===== src/rtl/cpu_control.sv =====
// Multicycle Moore control FSM for the RV32I MP2 core.
// Drives datapath mux selects, load enables, and the memory handshake.
// Also keeps a wrapping retired-instruction counter.
module cpu_control #(
    parameter int unsigned CNT_WIDTH = 32
) (
    input  logic                 clk,
    input  logic                 rst_n,
    input  logic [6:0]           opcode,
    input  logic [2:0]           funct3,
    input  logic [6:0]           funct7,
    input  logic                 br_en,
    input  logic                 mem_resp,
    input  logic [1:0]           mem_addr_lo,
    output logic [1:0]           pcmux_sel,
    output logic                 load_pc,
    output logic                 cmpmux_sel,
    output logic                 marmux_sel,
    output logic                 alumux1_sel,
    output logic [2:0]           alumux2_sel,
    output logic [2:0]           regfilemux_sel,
    output logic [2:0]           aluop,
    output logic [2:0]           cmpop,
    output logic                 load_mar,
    output logic                 load_mdr,
    output logic                 load_ir,
    output logic                 load_regfile,
    output logic                 load_mem_data_out,
    output logic                 mem_read,
    output logic                 mem_write,
    output logic [3:0]           mem_byte_enable,
    output logic [CNT_WIDTH-1:0] instret
);

    localparam logic [6:0] OpLui   = 7'b0110111;
    localparam logic [6:0] OpAuipc = 7'b0010111;
    localparam logic [6:0] OpJal   = 7'b1101111;
    localparam logic [6:0] OpJalr  = 7'b1100111;
    localparam logic [6:0] OpBr    = 7'b1100011;
    localparam logic [6:0] OpLoad  = 7'b0000011;
    localparam logic [6:0] OpStore = 7'b0100011;
    localparam logic [6:0] OpImm   = 7'b0010011;
    localparam logic [6:0] OpReg   = 7'b0110011;

    localparam logic [2:0] AluAdd = 3'd0;
    localparam logic [2:0] AluSra = 3'd2;
    localparam logic [2:0] AluSub = 3'd3;
    localparam logic [2:0] AluSrl = 3'd5;

    localparam logic [2:0] CmpBlt  = 3'd4;
    localparam logic [2:0] CmpBltu = 3'd6;

    typedef enum logic [4:0] {
        StFetch1, StFetch2, StFetch3, StDecode,
        StImm, StReg, StBr, StLui, StAuipc, StJal, StJalr,
        StCalcAddr, StLd1, StLd2, StSt1, StSt2, StNop
    } state_e;

    state_e               state_q, state_d;
    logic [CNT_WIDTH-1:0] instret_q;

    // Only funct7[5] distinguishes sub/sra; the rest of the field is don't-care.
    logic unused_funct7;
    assign unused_funct7 = ^{funct7[6], funct7[4:0]};

    // State and retired-instruction counter; reset wins over any pending mem_resp.
    always_ff @(posedge clk) begin
        if (!rst_n) begin
            state_q   <= StFetch1;
            instret_q <= '0;
        end else begin
            state_q <= state_d;
            if (load_pc) begin
                instret_q <= instret_q + CNT_WIDTH'(1);
            end
        end
    end

    // Next-state sequencing.
    always_comb begin
        state_d = state_q;
        unique case (state_q)
            StFetch1: state_d = StFetch2;
            StFetch2: if (mem_resp) state_d = StFetch3;
            StFetch3: state_d = StDecode;
            StDecode: begin
                case (opcode)
                    OpImm:           state_d = StImm;
                    OpReg:           state_d = StReg;
                    OpBr:            state_d = StBr;
                    OpLui:           state_d = StLui;
                    OpAuipc:         state_d = StAuipc;
                    OpJal:           state_d = StJal;
                    OpJalr:          state_d = StJalr;
                    OpLoad, OpStore: state_d = StCalcAddr;
                    default:         state_d = StNop;
                endcase
            end
            StCalcAddr: state_d = (opcode == OpStore) ? StSt1 : StLd1;
            StLd1:      if (mem_resp) state_d = StLd2;
            StSt1:      if (mem_resp) state_d = StSt2;
            StImm, StReg, StBr, StLui, StAuipc, StJal, StJalr, StLd2, StSt2, StNop:
                state_d = StFetch1;
            default:    state_d = StFetch1;
        endcase
    end

    // Moore outputs; everything forced low while reset is asserted.
    always_comb begin
        pcmux_sel         = 2'd0;
        load_pc           = 1'b0;
        cmpmux_sel        = 1'b0;
        marmux_sel        = 1'b0;
        alumux1_sel       = 1'b0;
        alumux2_sel       = 3'd0;
        regfilemux_sel    = 3'd0;
        aluop             = AluAdd;
        cmpop             = 3'd0;
        load_mar          = 1'b0;
        load_mdr          = 1'b0;
        load_ir           = 1'b0;
        load_regfile      = 1'b0;
        load_mem_data_out = 1'b0;
        mem_read          = 1'b0;
        mem_write         = 1'b0;
        mem_byte_enable   = 4'b1111;

        unique case (state_q)
            StFetch1: load_mar = 1'b1;
            StFetch2: begin
                mem_read = 1'b1;
                load_mdr = 1'b1;
            end
            StFetch3: load_ir = 1'b1;
            StDecode: ;
            StImm, StReg: begin
                load_regfile = 1'b1;
                load_pc      = 1'b1;
                alumux2_sel  = (state_q == StReg) ? 3'd5 : 3'd0;
                case (funct3)
                    3'b010: begin
                        cmpop          = CmpBlt;
                        cmpmux_sel     = (state_q == StImm);
                        regfilemux_sel = 3'd1;
                    end
                    3'b011: begin
                        cmpop          = CmpBltu;
                        cmpmux_sel     = (state_q == StImm);
                        regfilemux_sel = 3'd1;
                    end
                    3'b101:  aluop = funct7[5] ? AluSra : AluSrl;
                    // funct7 is immediate bits for addi, so only reg ops may subtract.
                    3'b000:  aluop = (state_q == StReg && funct7[5]) ? AluSub : AluAdd;
                    default: aluop = funct3;
                endcase
            end
            StBr: begin
                load_pc     = 1'b1;
                pcmux_sel   = br_en ? 2'd1 : 2'd0;
                alumux1_sel = 1'b1;
                alumux2_sel = 3'd2;
                cmpop       = funct3;
            end
            StLui: begin
                load_regfile   = 1'b1;
                regfilemux_sel = 3'd2;
                load_pc        = 1'b1;
            end
            StAuipc: begin
                alumux1_sel  = 1'b1;
                alumux2_sel  = 3'd1;
                load_regfile = 1'b1;
                load_pc      = 1'b1;
            end
            StJal: begin
                alumux1_sel    = 1'b1;
                alumux2_sel    = 3'd4;
                pcmux_sel      = 2'd1;
                load_pc        = 1'b1;
                regfilemux_sel = 3'd4;
                load_regfile   = 1'b1;
            end
            StJalr: begin
                pcmux_sel      = 2'd2;
                load_pc        = 1'b1;
                regfilemux_sel = 3'd4;
                load_regfile   = 1'b1;
            end
            StCalcAddr: begin
                marmux_sel = 1'b1;
                load_mar   = 1'b1;
                if (opcode == OpStore) begin
                    alumux2_sel       = 3'd3;
                    load_mem_data_out = 1'b1;
                end
            end
            StLd1: begin
                mem_read = 1'b1;
                load_mdr = 1'b1;
            end
            StLd2: begin
                regfilemux_sel = 3'd3;
                load_regfile   = 1'b1;
                load_pc        = 1'b1;
            end
            StSt1: begin
                mem_write = 1'b1;
                case (funct3)
                    3'b000:  mem_byte_enable = 4'b0001 << mem_addr_lo;
                    3'b001:  mem_byte_enable = 4'b0011 << {mem_addr_lo[1], 1'b0};
                    default: mem_byte_enable = 4'b1111;
                endcase
            end
            StSt2: load_pc = 1'b1;
            StNop: load_pc = 1'b1;
            default: ;
        endcase

        if (!rst_n) begin
            pcmux_sel         = 2'd0;
            load_pc           = 1'b0;
            cmpmux_sel        = 1'b0;
            marmux_sel        = 1'b0;
            alumux1_sel       = 1'b0;
            alumux2_sel       = 3'd0;
            regfilemux_sel    = 3'd0;
            aluop             = 3'd0;
            cmpop             = 3'd0;
            load_mar          = 1'b0;
            load_mdr          = 1'b0;
            load_ir           = 1'b0;
            load_regfile      = 1'b0;
            load_mem_data_out = 1'b0;
            mem_read          = 1'b0;
            mem_write         = 1'b0;
            mem_byte_enable   = 4'b0000;
        end
    end

    assign instret = rst_n ? instret_q : '0;

endmodule


===== config.mk =====
export PLATFORM = sky130hd
export DESIGN_NAME = cpu_control
export DESIGN_NICKNAME = d
export VERILOG_FILES = /design/src/rtl/cpu_control.sv
export SDC_FILE = /design/constraint.sdc
export NUM_CORES = 1
export LEC_CHECK = 0
export ABC_AREA = 1
export CORE_ASPECT_RATIO = 0.5
export CORE_UTILIZATION = 45
export CTS_CLUSTER_SIZE = 25
export DETAILED_ROUTE_END_ITERATION = 10
export PLACE_DENSITY = 0.78
export SLEW_MARGIN = 10
export SYNTH_ARGS = -nofsm -noshare
export SYNTH_HDL_FRONTEND = slang
export SYNTH_SLANG_ARGS = --single-unit

===== constraint.sdc =====
create_clock -name clk -period 1.7 [get_ports clk]
set_clock_uncertainty 0.05 [all_clocks]
set_input_delay 0.255 -clock clk [delete_from_list [all_inputs] [get_ports clk]]
set_output_delay 0.255 -clock clk [all_outputs]
set_load 0.005 [all_outputs]

==> impl_summary.log <==
[metrics] met1 Usage GRT: ~38%
[metrics] number of maximum-capacitance constraint violations: 0
[metrics] number of buffers inserted by hold repair at cts: 0
[metrics] Ant. Diodes: 0
[metrics] internal portion of total power: between 1.5 and 2 mW
[metrics] gr ovfl total: 0
[metrics] total via count after detailed routing: between 4000 and 5000
[metrics] Die X: 120 µm
[metrics] Tmin final: 1.98 ns
[metrics] clock-pin slew on the worst setup and hold paths: around 0.060 ns
[metrics] result of the run: finished, violations left
[metrics] H-tree depth: 2
[metrics] via count of the first global-routing pass: about 3900
[metrics] most repeated cell in the gate-level netlist after synthesis: nand2_1
[metrics] Psw: 1.02 mW
[metrics] launching element type of the critical path: flip-flop
[metrics] cell count after synthesis: 583
[metrics] worst slew margin relative to its limit: between 70% and 80%
[metrics] source-to-sink clock delay at the later pin of the worst-skew pair: 0.29 ns
[metrics] cell type with the largest total area after synthesis: nand2_1
[metrics] wire length of the first global-routing pass: 17.9 mm
[metrics] DP Worst Slack: -0.627 ns
[metrics] violated checks: negative setup slack
[metrics] cell types with the highest counts after synthesis: 211 x nand2_1, 91 x nor2_1, 74 x inv_1, 50 x nand3_1
[metrics] number of iterations in the first detailed-routing pass: 7
[metrics] master cell of the clock root buffer: clkbuf_16
[metrics] Die Outline Area: 0.00732 mm²
[metrics] sequential cell area fraction in the yosys report: 23.6%
[metrics] worst reg2reg startpoint: state_q[1]
[metrics] sequential group share of total power: 31.0%
[metrics] placeable core region: 0.00670 mm²
[metrics] register bit total from synthesis: 37
[metrics] Hold Crit Start: opcode[3]
[metrics] fraction of synthesized cell area taken by the top area cell type: 25.3%
[metrics] deepest clock path buffer count: 2
[metrics] GP Congestion: 0.943
[metrics] Initial Utilization: 46.8%
[metrics] switching fraction of total power: 34.0%
[metrics] maximum fanout encountered on the critical timing path: 4
[metrics] number of placed I/O pins: 84
[metrics] Logic pwr share: 38.5%
[metrics] worst supply voltage drop on vdd: between 0.3 and 0.4 mV
[metrics] PD cells: 553 mW/mm²
[metrics] residual DRC count: 0
[metrics] footprint of the flip-flops and latches: 785 µm²
[metrics] period utilisation layout: 116%
[metrics] average via count per standard cell: 5.30
[metrics] final max-slew violation count: 0
[metrics] Critical Path End Type: output pin
[metrics] CTS buffer count: 5
[metrics] final hold viol count: 0
[metrics] Antenna Violating Nets Remaining: 0
[metrics] Port Buf Inserts: 77
[metrics] grt met3 use: slightly below 5%
[metrics] final core utilization: 81.3%
[metrics] critical path required time: 1.39 ns
[metrics] critical path class: flip-flop to output pin
[metrics] vertical die dimension: just over 60 µm
[metrics] detailed router's first-iteration violation count: 490
[metrics] Std-Cell Rows: 21
[metrics] Setup Viol. Count Final: 59
[metrics] initial antenna violation count: 0
[metrics] GR Layer Usage met2: 55.4%
[metrics] main area contributors after synthesis: nand2_1 25%, dfxtp_1 24%, nor2_1 11%
[metrics] Crit path arrival time: 1.67 ns
[metrics] share of final-layout standard cells stronger than drive strength 1: 35.6%
[metrics] Layout Nets: 775
[metrics] average routed wire per standard cell: 14.9 µm
[metrics] post-synthesis async set-or-reset flop share: 0%
[metrics] count of unique library cells instantiated by Yosys: 33
[metrics] part of the total power dissipated in the clock network: between 30 and 40%
[metrics] dpl hpwl: a little over 7 mm
[metrics] per-instance average area after synthesis: approximately 5.4 µm²
[metrics] combined area of the multi-input logic cells: 0.00249 mm²
[metrics] global router's overall resource usage: 31.1%
[metrics] area overhead of the layout relative to synthesis: 73.9%
[metrics] # fillers: 430
[metrics] final wirelength: 12.6 mm
[metrics] setup repair after global routing missed its margin: true
[metrics] Syn Nets: 607
[metrics] peak-usage layer in the global routing report: met2
[metrics] number of enable flip-flop cells after synthesis: 0
[metrics] crit path setup slack, layout: -0.277 ns
[metrics] worst hold-check path type: primary input to flip-flop
[metrics] worst setup path startpoint: state_q[3]
[metrics] pin slew with the least headroom to its limit: roughly 0.32 ns
[metrics] Clock Sinks: 37
[metrics] CTS tree: yes
[metrics] reported leakage power: roughly 2.7 nW
[metrics] dominant synthesized flop cell: dfxtp_1
[metrics] maximum number of pins on one net before global-route repair: 27
[metrics] Synth Cell Area: 0.00313 mm²
[metrics] maximum frequency from static timing analysis: 506 MHz
[metrics] number of warnings reported in the yosys synthesis log: 0
## state kept, by name (all words and copies together), names as in the netlist
register and flops:
state_q 5, instret_q 32
## final timing paths
kind / endpoint / slack (ns) / depth (start not counted)
max: aluop[0] / -0.28 / 7
max reg2reg: instret_q[24] / -0.15 / 10
min reg2reg: instret_q[31] / 0.44 / 2
min: state_q[4] / 0.38 / 4
## power by group through the flow
| stage | clock (mW) | combinational [mW] | sequential [mW] |
|---|---|---|---|
| after floorplan | 0 | 0.310 | 0.935 |
| after global placement | 0 | 0.662 | 0.927 |
| after detailed placement | 0 | 0.669 | 0.927 |
| after CTS | 0.909 | 0.935 | 0.919 |
| after global routing | 0.965 | 1.21 | 0.939 |
| final | 0.920 | 1.16 | 0.933 |
## cell families (layout without fill, tap and decap cells)
group / count (synthesis) / in the layout / synth area share (%)
and+or+nand+nor: 398 / 398 / 54.2
DFF: 37 / 37 / 23.6
adders and majority gates: 1 / 1 / 0.399
buffers and inverters: 96 / 265 / 12.7
AOI/OAI and AO/OA: 49 / 49 / 8.50
xor gates and xnor gates: 2 / 2 / 0.559
## per-stage QoR
step	instances	power (mW)	hold slack, ns	area, µm²	setup TNS [ns]
2_1_floorplan	583	1.25	0.414	3130	0
3_3_place_gp	807	1.59	0.429	4490	-10.02
3_5_place_dp	807	1.60	0.437	4490	-11.20
4_1_cts	834	2.76	0.386	5070	-4.08
5_1_grt	844	3.11	0.406	5450	-10.90
6_report	844	3.01	0.376	5450	-6.77
## what timing repair did
action,4_1_cts,5_1_grt
hold endpoints to repair,0,0
cloned,2,2
setup endpoints to repair,53,80
buffers inserted,19,12
pin swaps,35,35
resized for setup,224,94
## critical path, cell delays in order, from the launching register on
cell and delay, ns:
dfxtp_4 0.36, buf_4 0.15, nor2_4 0.21, nand2_4 0.12, nand2_4 0.11, nand2_4 0.07
a211oi_2 0.20, buf_2 0.15
## placed cells by master, fill, tap and decap left out, types with 7 or more instances in the layout
| cell type | n |
|---|---|
| nand2_1 | 193 |
| nor2_1 | 72 |
| buf_4 | 71 |
| inv_1 | 65 |
| clkdlybuf4s50_1 | 40 |
| nand3_1 | 38 |
| buf_2 | 27 |
| buf_6 | 21 |
| a21oi_2 | 19 |
| a21oi_1 | 17 |
| dfxtp_1 | 16 |
| dfxtp_2 | 14 |
| nand2_4 | 12 |
| nor2_2 | 12 |
| nand3b_1 | 11 |
| nor2_4 | 10 |
| nand2_2 | 9 |
| nand3_2 | 8 |
| inv_4 | 7 |
| nand4_1 | 7 |
| clkbuf_16 | 7 |
| dfxtp_4 | 7 |
| buf_12 | 7 |
## cell type report
cell class                 count  area share, %
multi-input combinational    450           45.7
timing repair buffer         178           29.3
sequential                    37           14.4
inverter                      79           5.86
clock buffer                   5           2.30
tap                           92           2.11
clock inverter                 3          0.321
## layer usage
| layer | up-vias | part of all wire [%] | wire length, µm |
|---|---|---|---|
| li1 | 2163 | - | - |
| met5 | - | 0 | 0 |
| met4 | 0 | 3.8 | 475 |
| met3 | 51 | 8.0 | 1010 |
| met2 | 259 | 47 | 5880 |
| met1 | 1999 | 41 | 5190 |
No activity file was read; power rests on OpenSTA's default activity.
